--- config.mk ---
export PLATFORM = sky130hd
export DESIGN_NAME = mem_access
export DESIGN_NICKNAME = d
export VERILOG_FILES = /design/src/rtl/mem_access.sv
export SDC_FILE = /design/constraint.sdc
export NUM_CORES = 1
export LEC_CHECK = 0
export BUFFER_PORTS_ARGS = -buffer_cell sky130_fd_sc_hd__buf_2
export CAP_MARGIN = 20
export CORE_MARGIN = 1.5
export CORE_UTILIZATION = 52
export CTS_CLUSTER_DIAMETER = 40
export DETAILED_ROUTE_END_ITERATION = 10
export PLACE_DENSITY_LB_ADDON = 0.1
export SETUP_SLACK_MARGIN = 0.1
export SYNTH_ARGS = -nofsm -noshare
export SYNTH_HDL_FRONTEND = slang
export SYNTH_SLANG_ARGS = --single-unit
export TNS_END_PERCENT = 10
--- constraint.sdc ---
create_clock -name clk -period 2.6 [get_ports clk]
set_input_delay 0.52 -clock clk [delete_from_list [all_inputs] [get_ports clk]]
set_output_delay 0.52 -clock clk [all_outputs]
set_load 0.01 [all_outputs]
--- src/rtl/mem_access.sv ---
// Memory-access stage: one request/acknowledge data-memory transaction per instruction,
// with byte/half/word lane steering and load extension. Optional watchdog: MEM_TIMEOUT_EN.
module mem_access #(
  parameter int unsigned TIMEOUT_CYCLES = 16
) (
  input  logic        clk,
  input  logic        reset,
  input  logic [31:0] ALU_result,
  input  logic [31:0] Read_data_2,
  input  logic        Controller_memread,
  input  logic        Controller_memwrite,
  input  logic [1:0]  Controller_memsize,
  input  logic        Controller_memsigned,
  input  logic        ALU_kick_up,
  output logic        dmem_req,
  output logic        dmem_we,
  output logic [31:0] dmem_addr,
  output logic [31:0] dmem_wdata,
  output logic [3:0]  dmem_be,
  input  logic [31:0] dmem_rdata,
  input  logic        dmem_ack,
  output logic [31:0] MEM_result,
  output logic        MEM_kick_up,
  output logic        MEM_misaligned,
  output logic        MEM_timeout,
  output logic        MEM_busy
);

  typedef enum logic {IDLE, REQ} state_t;
  state_t state, state_next;

  logic        is_mem, misaligned, accept, quick_done, start_req, abort;
  logic [1:0]  cap_off, cap_size;
  logic        cap_signed, cap_write;
  logic [31:0] cap_result, load_val;
  logic [7:0]  byte_lane;
  logic [15:0] half_lane;

  assign is_mem     = Controller_memread | Controller_memwrite;
  assign misaligned = is_mem && ((Controller_memsize == 2'b01 && ALU_result[0]) ||
                                 (Controller_memsize[1] && ALU_result[1:0] != 2'b00));
  assign accept     = (state == IDLE) && ALU_kick_up;
  assign quick_done = accept && (!is_mem || misaligned);
  assign start_req  = accept && is_mem && !misaligned;
  assign dmem_req   = (state == REQ);
  assign MEM_busy   = (state == REQ);

  always_ff @(posedge clk or negedge reset) begin
    if (!reset) state <= IDLE;
    else        state <= state_next;
  end

  always_comb begin
    state_next = state;
    case (state)
      IDLE: if (start_req) state_next = REQ;
      REQ:  if (dmem_ack || abort) state_next = IDLE;
      default: state_next = IDLE;
    endcase
  end

  always_comb begin
    byte_lane = 8'(dmem_rdata >> {cap_off, 3'b000});
    half_lane = 16'(dmem_rdata >> {cap_off[1], 4'b0000});
    case (cap_size)
      2'b00:   load_val = {{24{cap_signed & byte_lane[7]}}, byte_lane};
      2'b01:   load_val = {{16{cap_signed & half_lane[15]}}, half_lane};
      default: load_val = dmem_rdata;
    endcase
  end

  always_ff @(posedge clk or negedge reset) begin
    if (!reset) begin
      dmem_we        <= 1'b0;
      dmem_addr      <= '0;
      dmem_wdata     <= '0;
      dmem_be        <= '0;
      MEM_result     <= '0;
      MEM_kick_up    <= 1'b0;
      MEM_misaligned <= 1'b0;
      cap_off        <= '0;
      cap_size       <= '0;
      cap_signed     <= 1'b0;
      cap_write      <= 1'b0;
      cap_result     <= '0;
    end else begin
      MEM_kick_up <= 1'b0;
      if (accept) begin
        cap_off    <= ALU_result[1:0];
        cap_size   <= Controller_memsize;
        cap_signed <= Controller_memsigned;
        cap_write  <= Controller_memwrite;
        cap_result <= ALU_result;
        if (!is_mem) begin
          MEM_result     <= ALU_result;
          MEM_misaligned <= 1'b0;
          MEM_kick_up    <= 1'b1;
        end else if (misaligned) begin
          MEM_result     <= '0;
          MEM_misaligned <= 1'b1;
          MEM_kick_up    <= 1'b1;
        end else begin
          dmem_we   <= Controller_memwrite;
          dmem_addr <= {ALU_result[31:2], 2'b00};
          case (Controller_memsize)
            2'b00: begin
              dmem_wdata <= {4{Read_data_2[7:0]}};
              dmem_be    <= 4'b0001 << ALU_result[1:0];
            end
            2'b01: begin
              dmem_wdata <= {2{Read_data_2[15:0]}};
              dmem_be    <= ALU_result[1] ? 4'b1100 : 4'b0011;
            end
            default: begin
              dmem_wdata <= Read_data_2;
              dmem_be    <= 4'b1111;
            end
          endcase
        end
      end else if (state == REQ) begin
        // Ack outranks a watchdog expiry in the same cycle
        if (dmem_ack) begin
          MEM_result     <= cap_write ? cap_result : load_val;
          MEM_misaligned <= 1'b0;
          MEM_kick_up    <= 1'b1;
        end else if (abort) begin
          MEM_result     <= '0;
          MEM_misaligned <= 1'b0;
          MEM_kick_up    <= 1'b1;
        end
      end
    end
  end

`ifdef MEM_TIMEOUT_EN
  logic [7:0] wd_cnt;

  assign abort = (state == REQ) && !dmem_ack && (wd_cnt == 8'(TIMEOUT_CYCLES - 1));

  always_ff @(posedge clk or negedge reset) begin
    if (!reset) begin
      wd_cnt      <= '0;
      MEM_timeout <= 1'b0;
    end else begin
      if (start_req)
        wd_cnt <= '0;
      else if (state == REQ && !dmem_ack)
        wd_cnt <= wd_cnt + 8'd1;
      if (quick_done || (state == REQ && dmem_ack))
        MEM_timeout <= 1'b0;
      else if (abort)
        MEM_timeout <= 1'b1;
    end
  end
`else
  logic [7:0] timeout_unused;
  assign timeout_unused = 8'(TIMEOUT_CYCLES);
  assign abort       = 1'b0;
  assign MEM_timeout = 1'b0;
`endif

endmodule

=== Word-level counts from Yosys, hierarchy flattened ===
Index checks and enable logic that the tools add are counted.

* Equal/unequal tests: 3
* Shifts and indexed selects: 3
* Mux-type cells: 23
* Bitwise operators: 5
* Reduce and logical (&&, ||, !) cells: 15

{| class="wikitable"
|+ Operator list
! operator !! count
|-
| 2-to-1 mux 32 bit || 6
|-
| case mux 32 bit (2 select lines) || 2
|-
| >> shifter 32 x 5 -> 16 bit || 1
|-
| >> shifter 32 x 5 -> 8 bit || 1
|-
| 2-to-1 mux 1 bit || 12
|-
| case mux 4 bit (2 select lines) || 1
|-
| logical AND 1 bit || 6
|-
| AND reduction 3 bit || 2
|-
| nonzero test 2 bit || 3
|-
| equality test 2 x 1 -> 1 bit (second input constant) || 2
|-
| zero test 2 bit || 2
|-
| 2-to-1 mux 4 bit || 1
|-
| left shift 1 x 2 -> 4 bit (first input constant) || 1
|-
| != test 3 bit (second input constant) || 1
|-
| bitwise AND 1 bit || 2
|-
| inverter 1 bit || 2
|-
| case mux 1 bit (2 select lines) || 1
|-
| zero test 1 bit || 1
|-
| logical OR 1 bit || 1
|-
| OR 1 bit || 1
|}

* Flip-flop bits (word level): 140
* Bits of input ports: 105
* Output and inout bits: 106
* Logic and storage cells: 62

=== Longest topological paths before layout ===
Gate-level depths: netlist (run 1).

* Depth in word-level cells: 8
* Mapped depth: 8

=== Worst setup path after synthesis (run 1) ===
No wires, ideal clock.

* Path kind: input -> register
* Start point: input port Controller_memsize[0]
* End point: register dmem_addr[10]
* Library setup time: 0.125 ns
* Data arrival time: 2.051 ns
* Required time: 2.475 ns
* Slack: 0.424 ns
* Stages on the path: 6
* Buffers on the path: 3
* Path through: buf_2 -> or2_0 -> buf_2 -> a2111oi_4 -> buf_4 -> mux2_2

* Cells in the longest elaborated chain, start to end: 6

{| class="wikitable"
|+ Ends and longest elaborated chain
! element !! RTL line !! text
|-
| start, declared || 12 || <nowiki>input logic [1:0] Controller_memsize,</nowiki>
|-
| equality test 2 x 1 -> 1 bit || 40 || <nowiki>assign misaligned = is_mem && ((Controller_memsize == 2'b01 && ALU_result[0]) ||</nowiki>
|-
| logical AND 1 bit || 40 ||
|-
| logical OR 1 bit || 40 ||
|-
| logical AND 1 bit || 40 ||
|-
| inverter 1 bit (no line) || -- ||
|-
| AND reduction 3 bit (no line) || -- ||
|-
| end signal, assigned || 104 || <nowiki>dmem_addr <= {ALU_result[31:2], 2'b00};</nowiki>
|-
| end, declared || 17 || <nowiki>output logic [31:0] dmem_addr,</nowiki>
|}

Every way passes these cells.
A chain may end at the register's enable or synchronous reset.

=== Worst setup path in the final report (run 1) ===
* Start point: register state, in the netlist MEM_busy
* End point: register MEM_result[3]

* Cells in the longest elaborated chain, start to end: 4
* Elaborated cells between the ends (all ways): 7

{| class="wikitable"
|+ Ends and longest elaborated chain
! element !! RTL line !! text
|-
| start, declared || 30 || <nowiki>state_t state, state_next;</nowiki>
|-
| start signal, assigned || 50 || <nowiki>else state <= state_next;</nowiki>
|-
| inverter 1 bit || -- ||
|-
| logical AND 1 bit || 42 || <nowiki>assign accept = (state == IDLE) && ALU_kick_up;</nowiki>
|-
| != test 3 bit (no line) / nonzero test 2 bit (equally long branches) || -- ||
|-
| AND reduction 3 bit (no line) || -- ||
|-
| end signal, assigned || 95 || <nowiki>MEM_result <= ALU_result;</nowiki>
|-
| end signal, assigned || 123 || <nowiki>MEM_result <= cap_write ? cap_result : load_val;</nowiki>
|-
| end, declared || 22 || <nowiki>output logic [31:0] MEM_result,</nowiki>
|}

Several ways; a longest one is shown, not always the timed one.

==> metrics.md, run 1 <==
| Metric | Value |
|---|---|
| Syn_area_per_cell | `9.81 um2` |
| Synth warn | `0` |
| Number of DRC markers in iteration 0 | `395` |
| DR WL/cell | `18.1 um` |
| Final period utilization | `76.5%` |
| Post-synthesis cell area | `0.00694 mm2` |
| GR Overflow Total | `0` |
| Clk buf depth | `2` |
| Vias in the first global route | `6,071` |
| Root Buffer | `clkbuf_16` |
| Worst Setup Path Type | `flop to flop` |
| Reg2reg path depth | `5` |
| Final Setup Violations | `0` |
| Met2 usage | `45.4%` |
| Vias | `6,187` |
| Seq/Total Area, Yosys | `49.8%` |
| M3 GR Usage | `7.53%` |
| Synth top area cells | `dfrtp_1, mux2_2, nand2_1` |
| Crit. path cell count | `5` |
| Num Clock Sinks | `138` |
| Rows | `42` |
| CP Data Arrival Time | `2.32 ns` |
| Utilization after layout | `66.7%` |
| Share of layout cells above drive strength 1 | `34.7%` |
| H-Tree Depth | `4` |
| Final Critical Period | `1.99 ns` |
| Die ar. | `0.0140 mm2` |
| Lkg Pwr | `4.18 nW` |
| Primary FF master, synth | `dfrtp_1` |
| Crit end category | `flop` |
| Post-synth top cells | `dfrtp_1, nand2_1, o21ai_0` |
| Via density | `5.69` |
| Total GRT Usage | `28.7%` |
| Gate Count Post-Synth | `707` |
| CTS tree | `done` |
| Largest net degree at the start of global routing | `64` |
| TNS Setup | `0 ns` |
| Post-synth top area share | `49.8%` |
| Post-CTS Hold Fix Bufs | `0` |
| Skew final | `0.00645 ns` |
| Clock Pin Slew Worst Setup and Hold Paths | `0.06 ns` |
| M1 GR Usage | `37.4%` |
| Synth area leader | `dfrtp_1` |
| Startpoint type of the worst setup path | `flop` |
| DRC viols | `0` |
| Crit-path max FO | `10` |
| RSZ-0062 raised after global routing | `false` |
| Relative slew slack | `53.4%` |
| Flops & latches, synth | `138` |
| Worst Tran Pin Value | `0.699 ns` |
| Count leader, synth | `dfrtp_1` |
| Critical path's slowest cell | `a311o_1` |
| Number of flops mapped to enable cells by yosys | `0` |
| Critical path's largest stage delay | `0.52 ns` |
| Final hold vios | `0` |
| Fill count | `1,110` |
| Post-CTS Setup Repair Bufs | `0` |
| Input/output buffers | `207` |
| Final nets | `1,003` |
| Initial antenna violation count | `0` |
| Critical Path RT | `2.93 ns` |
| Final ANT Viol Nets | `0` |
| Max Freq | `503 MHz` |
| I/O pin count | `211` |
| Top Family by Delay on Critical Path | `compound AO/OA/AOI/OAI gates` |
| Area growth from synthesis to layout | `26.3%` |
| DP HPWL | `14.0 mm` |
| Min Hold Slack | `0.0820 ns` |
| Chip width | `118 um` |
| Peak VDD IR | `0.000487 V` |
| Final wirelength | `19.7 mm` |
| ANT cells | `0` |
| Gpl congestion | `0.884` |
| Worst min-delay path category | `primary input to async pin` |
| Global-route wire length before repair | `31.3 mm` |
| Max Slew Vio Count | `0` |
| Asr flop ratio synth | `100%` |
| CP cell instances | `and2_1, a311o_1, nor2_4, inv_2, a31oi_1` |
| Pwr dens | `865 mW/mm2` |
| Initial core utilization | `52.8%` |
| Status | `complete, no violations` |
| Core ar. | `0.0131 mm2` |
| Die Y | `118 um` |
| Yosys cell types | `48` |
| Skew-Pair Late Insertion Delay | `0.42 ns` |
| Most Crowded Layer GR | `met2` |
| PostCTS Resize Cnt | `0` |
| Max-Cap Viols | `0` |
| Total power | `7.58 mW` |
| Clock buffer count from CTS | `17` |
| Buf+Inv Stages, Crit Path | `1` |
| First-pass detailed-route iteration total | `5` |
-- layer usage --
layer / vias up / part of all wire (%)
met4: 0 / 2.5
met3: 37 / 8.3
li1: 2887 / -
met2: 288 / 47
met5: - / 0
met1: 2975 / 42
-- cells by family after synthesis --
kind of cell	synth area share (%)
AO/OA/AOI/OAI	15.6
multiplexers	12.6
flip-flops	49.8
AND/OR/NAND/NOR	17.0
buffers and inverters	5.01
other	0.0541
-- where the power goes --
group	total [mW]	switching (mW)	internal, mW
combinational	2.07	1.16	0.909
sequential	2.97	0.307	2.67
clock	2.53	0.878	1.66
-- area by class of cell --
class                      count  area [um2]  share of cell area, %
inverter                      15        56.3                  0.643
tap                          176         220                   2.51
clock buffer                  25         515                   5.89
sequential                   138        3450                   39.4
multi-input combinational    497        3170                   36.2
clock inverter                 7         110                   1.26
timing repair buffer         229        1230                   14.1
-- cells in the final DEF, fill, tap and decap left out, types with 2 or more instances in the layout --
| master | instances |
|---|---|
| nor4b_1 | 15 |
| clkbuf_1 | 2 |
| a311o_1 | 3 |
| o221ai_1 | 8 |
| mux2i_1 | 32 |
| bufinv_16 | 3 |
| o21ai_0 | 51 |
| clkbuf_8 | 6 |
| a22oi_1 | 8 |
| buf_12 | 2 |
| and2_1 | 18 |
| a21o_1 | 3 |
| a221oi_1 | 2 |
| o211ai_1 | 22 |
| nand2_1 | 120 |
| dfrtp_1 | 138 |
| nor2_1 | 33 |
| nor3_1 | 8 |
| clkinv_1 | 3 |
| a211oi_1 | 2 |
| nand3_1 | 23 |
| nand3b_1 | 7 |
| clkinv_2 | 4 |
| inv_1 | 11 |
| mux2_2 | 47 |
| conb_1 | 3 |
| nand2b_1 | 13 |
| a21oi_1 | 34 |
| a31oi_1 | 26 |
| clkbuf_16 | 17 |
| buf_2 | 206 |
| buf_4 | 20 |
-- registers in the layout (all words and copies together) (netlist names), 2 cells and up --
signal and count:
cap_size 2, dmem_addr 30, MEM_result 32, dmem_be 4, cap_result 31, dmem_wdata 32
-- path summary, 6_finish.rpt --
| check | from | slack (ns) | endpoint |
|---|---|---|---|
| max in group asynchronous | reset | 1.72 | dmem_wdata[29] |
| hold / removal | reset | 0.08 | dmem_addr[4] |
| min in group clk | Controller_memsigned | 0.30 | cap_signed |
| setup / recovery | MEM_busy | 0.61 | MEM_result[3] |
| setup reg to reg | MEM_busy | 0.61 | MEM_result[3] |
| hold reg to reg | cap_result[17] | 0.48 | cap_result[17] |
-- stage by stage --
| step | area (um2) | setup WS [ns] | std cells |
|---|---|---|---|
| 2_1_floorplan | 6940 | 0.424 | 709 |
| 3_3_place_gp | 8130 | 0.334 | 1054 |
| 3_5_place_dp | 8130 | 0.272 | 1054 |
| 4_1_cts | 8750 | 0.491 | 1086 |
| 5_1_grt | 8760 | 0.511 | 1087 |
| 6_report | 8760 | 0.612 | 1087 |
(Power assumes the default switching activity.)
==> run 2, diff against run 1 <==
--- a/config.mk
+++ b/config.mk
@@ -5,10 +5,11 @@
 export SDC_FILE = /design/constraint.sdc
 export NUM_CORES = 1
 export LEC_CHECK = 0
+export ABC_AREA = 1
 export BUFFER_PORTS_ARGS = -buffer_cell sky130_fd_sc_hd__buf_2
 export CAP_MARGIN = 20
 export CORE_MARGIN = 1.5
-export CORE_UTILIZATION = 52
+export CORE_UTILIZATION = 47
 export CTS_CLUSTER_DIAMETER = 40
 export DETAILED_ROUTE_END_ITERATION = 10
 export PLACE_DENSITY_LB_ADDON = 0.1
==> constraint.sdc (replaced) <==
create_clock -name clk -period 1.79 [get_ports clk]
set_input_delay 0.358 -clock clk [delete_from_list [all_inputs] [get_ports clk]]
set_output_delay 0.358 -clock clk [all_outputs]
set_load 0.01 [all_outputs]
==> metrics.md, run 2 <==
| Metric | Value |
|---|---|
| Skew final | `0.00547 ns (was 0.00645 ns)` |
| Synth area leader | `dfrtp_1 (unchanged)` |
| Vias in the first global route | `5,862 (was 6,071)` |
| Gpl congestion | `0.886 (was 0.884)` |
| Clk buf depth | `2 (unchanged)` |
| ANT cells | `0 (unchanged)` |
| DRC viols | `0 (unchanged)` |
| Clock buffer count from CTS | `17 (unchanged)` |
| I/O pin count | `211 (unchanged)` |
| Asr flop ratio synth | `100% (unchanged)` |
| M3 GR Usage | `7.16% (was 7.53%)` |
| Inst Count DP | `1,218 (was 1,054)` |
| Critical Path RT | `2.12 ns (was 2.93 ns)` |
| Flops & latches, synth | `138 (unchanged)` |
| Final period utilization | `89.8% (was 76.5%)` |
| Met2 usage | `40.6% (was 45.4%)` |
| Area growth from synthesis to layout | `27.4% (was 26.3%)` |
| RSZ-0062 raised after global routing | `true (was false)` |
| Root Buffer | `clkbuf_16 (unchanged)` |
| Post-synth top cells | `nand2_1, dfrtp_1, a21oi_1 (was dfrtp_1, nand2_1, o21ai_0)` |
| Worst min-delay path category | `primary input to flop (was primary input to async pin)` |
| Number of flops mapped to enable cells by yosys | `0 (unchanged)` |
| Peak VDD IR | `0.000789 V (was 0.000487 V)` |
| Die ar. | `0.0150 mm2 (was 0.0140 mm2)` |
| Count leader, synth | `nand2_1 (was dfrtp_1)` |
| Num Clock Sinks | `138 (unchanged)` |
| Final Critical Period | `1.61 ns (was 1.99 ns)` |
| Share of layout cells above drive strength 1 | `27.4% (was 34.7%)` |
| Sequential fraction of design power | `39.5% (was 39.3%)` |
| Seq/Total Area, Yosys | `51.4% (was 49.8%)` |
| Number of DRC markers in iteration 0 | `421 (was 395)` |
| Total power | `11.0 mW (was 7.58 mW)` |
| Relative slew slack | `65.2% (was 53.4%)` |
| Crit-path max FO | `25 (was 10)` |
| Syn_area_per_cell | `7.84 um2 (was 9.81 um2)` |
| Most Crowded Layer GR | `met2 (unchanged)` |
| Most frequent cells in the layout | `nand2_1, buf_2, dfrtp_1 (was buf_2, dfrtp_1, nand2_1)` |
| Synth top area cells | `dfrtp_1, nand2_1, a21oi_1 (was dfrtp_1, mux2_2, nand2_1)` |
| Chip width | `123 um (was 118 um)` |
| Internal | `7.27 mW (was 5.23 mW)` |
| Top Registers | `MEM_result (32), dmem_wdata (32), cap_result (31) (unchanged)` |
| Clock share of power | `31.2% (was 33.4%)` |
| Largest net degree at the start of global routing | `76 (was 64)` |
| Final ANT Viol Nets | `0 (unchanged)` |
| Commonest non-fill, non-tap cell in the layout | `nand2_1 (was buf_2)` |
| Rows | `43 (was 42)` |
| CTS tree | `done (unchanged)` |
| H-Tree Depth | `4 (unchanged)` |
| CP Data Arrival Time | `1.94 ns (was 2.32 ns)` |
| Global-route wire length before repair | `31.1 mm (was 31.3 mm)` |
| Post-synth top area share | `51.4% (was 49.8%)` |
| DP HPWL | `14.0 mm (about the same)` |
| Synth warn | `0 (unchanged)` |
| Gate Count Post-Synth | `858 (was 707)` |
| Input/output buffers | `207 (unchanged)` |
| M1 GR Usage | `39.1% (was 37.4%)` |
| GR Overflow Total | `0 (unchanged)` |
| Worst Setup Path Type | `flop to flop (unchanged)` |
| Comb pwr share | `29.4% (was 27.3%)` |
| Net Sw Frac | `33.6% (was 30.9%)` |
| Skew-Pair Late Insertion Delay | `0.42 ns (about the same)` |
| Initial core utilization | `48.3% (was 52.8%)` |
| Finished Layout Cells | `1,252 (was 1,087)` |
| Post-synthesis cell area | `0.00672 mm2 (was 0.00694 mm2)` |
| Min Hold Slack | `0.143 ns (was 0.0820 ns)` |
| Final Setup Violations | `0 (unchanged)` |
| Final nets | `1,164 (was 1,003)` |
| Final wirelength | `19.9 mm (was 19.7 mm)` |
| Crit end category | `flop (unchanged)` |
| Startpoint type of the worst setup path | `flop (unchanged)` |
| Clock Pin Slew Worst Setup and Hold Paths | `0.06 ns (about the same)` |
| Yosys cell types | `29 (was 48)` |
| Max-Cap Viols | `0 (unchanged)` |
| Core ar. | `0.0139 mm2 (was 0.0131 mm2)` |
| NetSw | `3.68 mW (was 2.34 mW)` |
| Via density | `5.10 (was 5.69)` |
| Lkg Pwr | `4.44 nW (was 4.18 nW)` |
| Initial antenna violation count | `1 (was 0)` |
| Status | `complete, no violations (unchanged)` |
| Vias | `6,382 (was 6,187)` |
| Final hold vios | `0 (unchanged)` |
| DR WL/cell | `15.9 um (was 18.1 um)` |
| Worst Tran Pin Value | `0.522 ns (was 0.699 ns)` |
| Total GRT Usage | `27.1% (was 28.7%)` |
| Max Freq | `622 MHz (was 503 MHz)` |
| Die Y | `123 um (was 118 um)` |
| First-pass detailed-route iteration total | `5 (unchanged)` |
| Primary FF master, synth | `dfrtp_1 (unchanged)` |
| Pwr dens | `1280 mW/mm2 (was 865 mW/mm2)` |
| Max Slew Vio Count | `0 (unchanged)` |
| TNS Setup | `0 ns (unchanged)` |
-- run 2: layout make-up --
| class | count | area [um2] |
|---|---|---|
| Fill cell | 1281 | 5370 |
| Sequential cell | 138 | 3450 |
| Multi-Input combinational cell | 620 | 2760 |
| Timing Repair Buffer | 237 | 1360 |
| Clock buffer | 19 | 453 |
| Tap cell | 180 | 225 |
| Inverter | 45 | 191 |
| Clock inverter | 13 | 126 |
-- run 2: power groups by stage --
stage | Sequential [mW] | Combinational (mW) | Clock [mW]
after CTS | 4.33 | 3.21 | 3.47
after global placement | 4.36 | 3.15 | 0
after floorplan | 4.64 | 1.59 | 0
after detailed placement | 4.36 | 3.20 | 0
final | 4.33 | 3.22 | 3.41
after global routing | 4.41 | 3.63 | 3.63
-- run 2: path summary, 6_finish.rpt --
check / startpoint / cells past startpoint / end / slack (ns)
worst min register to register: MEM_misaligned / 2 / MEM_misaligned / 0.47
worst max register to register: MEM_busy / 8 / dmem_wdata[23] / 0.18
worst min-delay path: Controller_memsigned / 3 / cap_signed / 0.14
worst max-delay path: MEM_busy / 8 / dmem_wdata[23] / 0.18
min in group asynchronous: reset / 2 / dmem_addr[14] / 0.43
max in group asynchronous: reset / 3 / cap_result[8] / 0.78
-- run 2: repair_timing --
action / in CTS / in global routing
endpoints found under the setup margin: 0 / 38
hold endpoints to repair: 39 / 0
gates resized for setup: 0 / 3
buffers inserted: 0 / 0
hold buffers: 1 / 0
-- run 2: kinds of logic after synthesis --
logic type	after synthesis	synth area share, %
DFF	138	51.4
AOI/OAI and AO/OA	219	16.8
buffers and inverters	102	7.82
and+or+nand+nor	398	23.9
other	1	0.0558
-- run 2: stage by stage --
| step | utilization (%) | worst slack, ns | instance area, um2 |
|---|---|---|---|
| finish | 61.5 | 0.182 | 8560 |
| global route | 61.5 | 0.0176 | 8560 |
| global placement | 57.0 | 0.199 | 7940 |
| CTS | 61.2 | 0.119 | 8530 |
| detailed placement | 57.0 | 0.143 | 7940 |
| floorplan | - | 0.431 | 6730 |
-- run 2: critical path: stages (launching register included) --
cell     delay [ns]
dfrtp_1        0.39
inv_1          0.08
nand2_1        0.11
nor2_1         0.20
nand2_2        0.12
inv_2          0.21
buf_12         0.19
nor2_1         0.05
a31oi_1        0.16
-- run 2: metal layers --
metal / wire (um) / vias to the layer above / share of wire, %
met5: 12 / - / 0.060
met4: 251 / 2 / 1.3
met3: 1390 / 22 / 7.0
met2: 8920 / 212 / 45
met1: 9300 / 2961 / 47
li1: - / 3185 / -
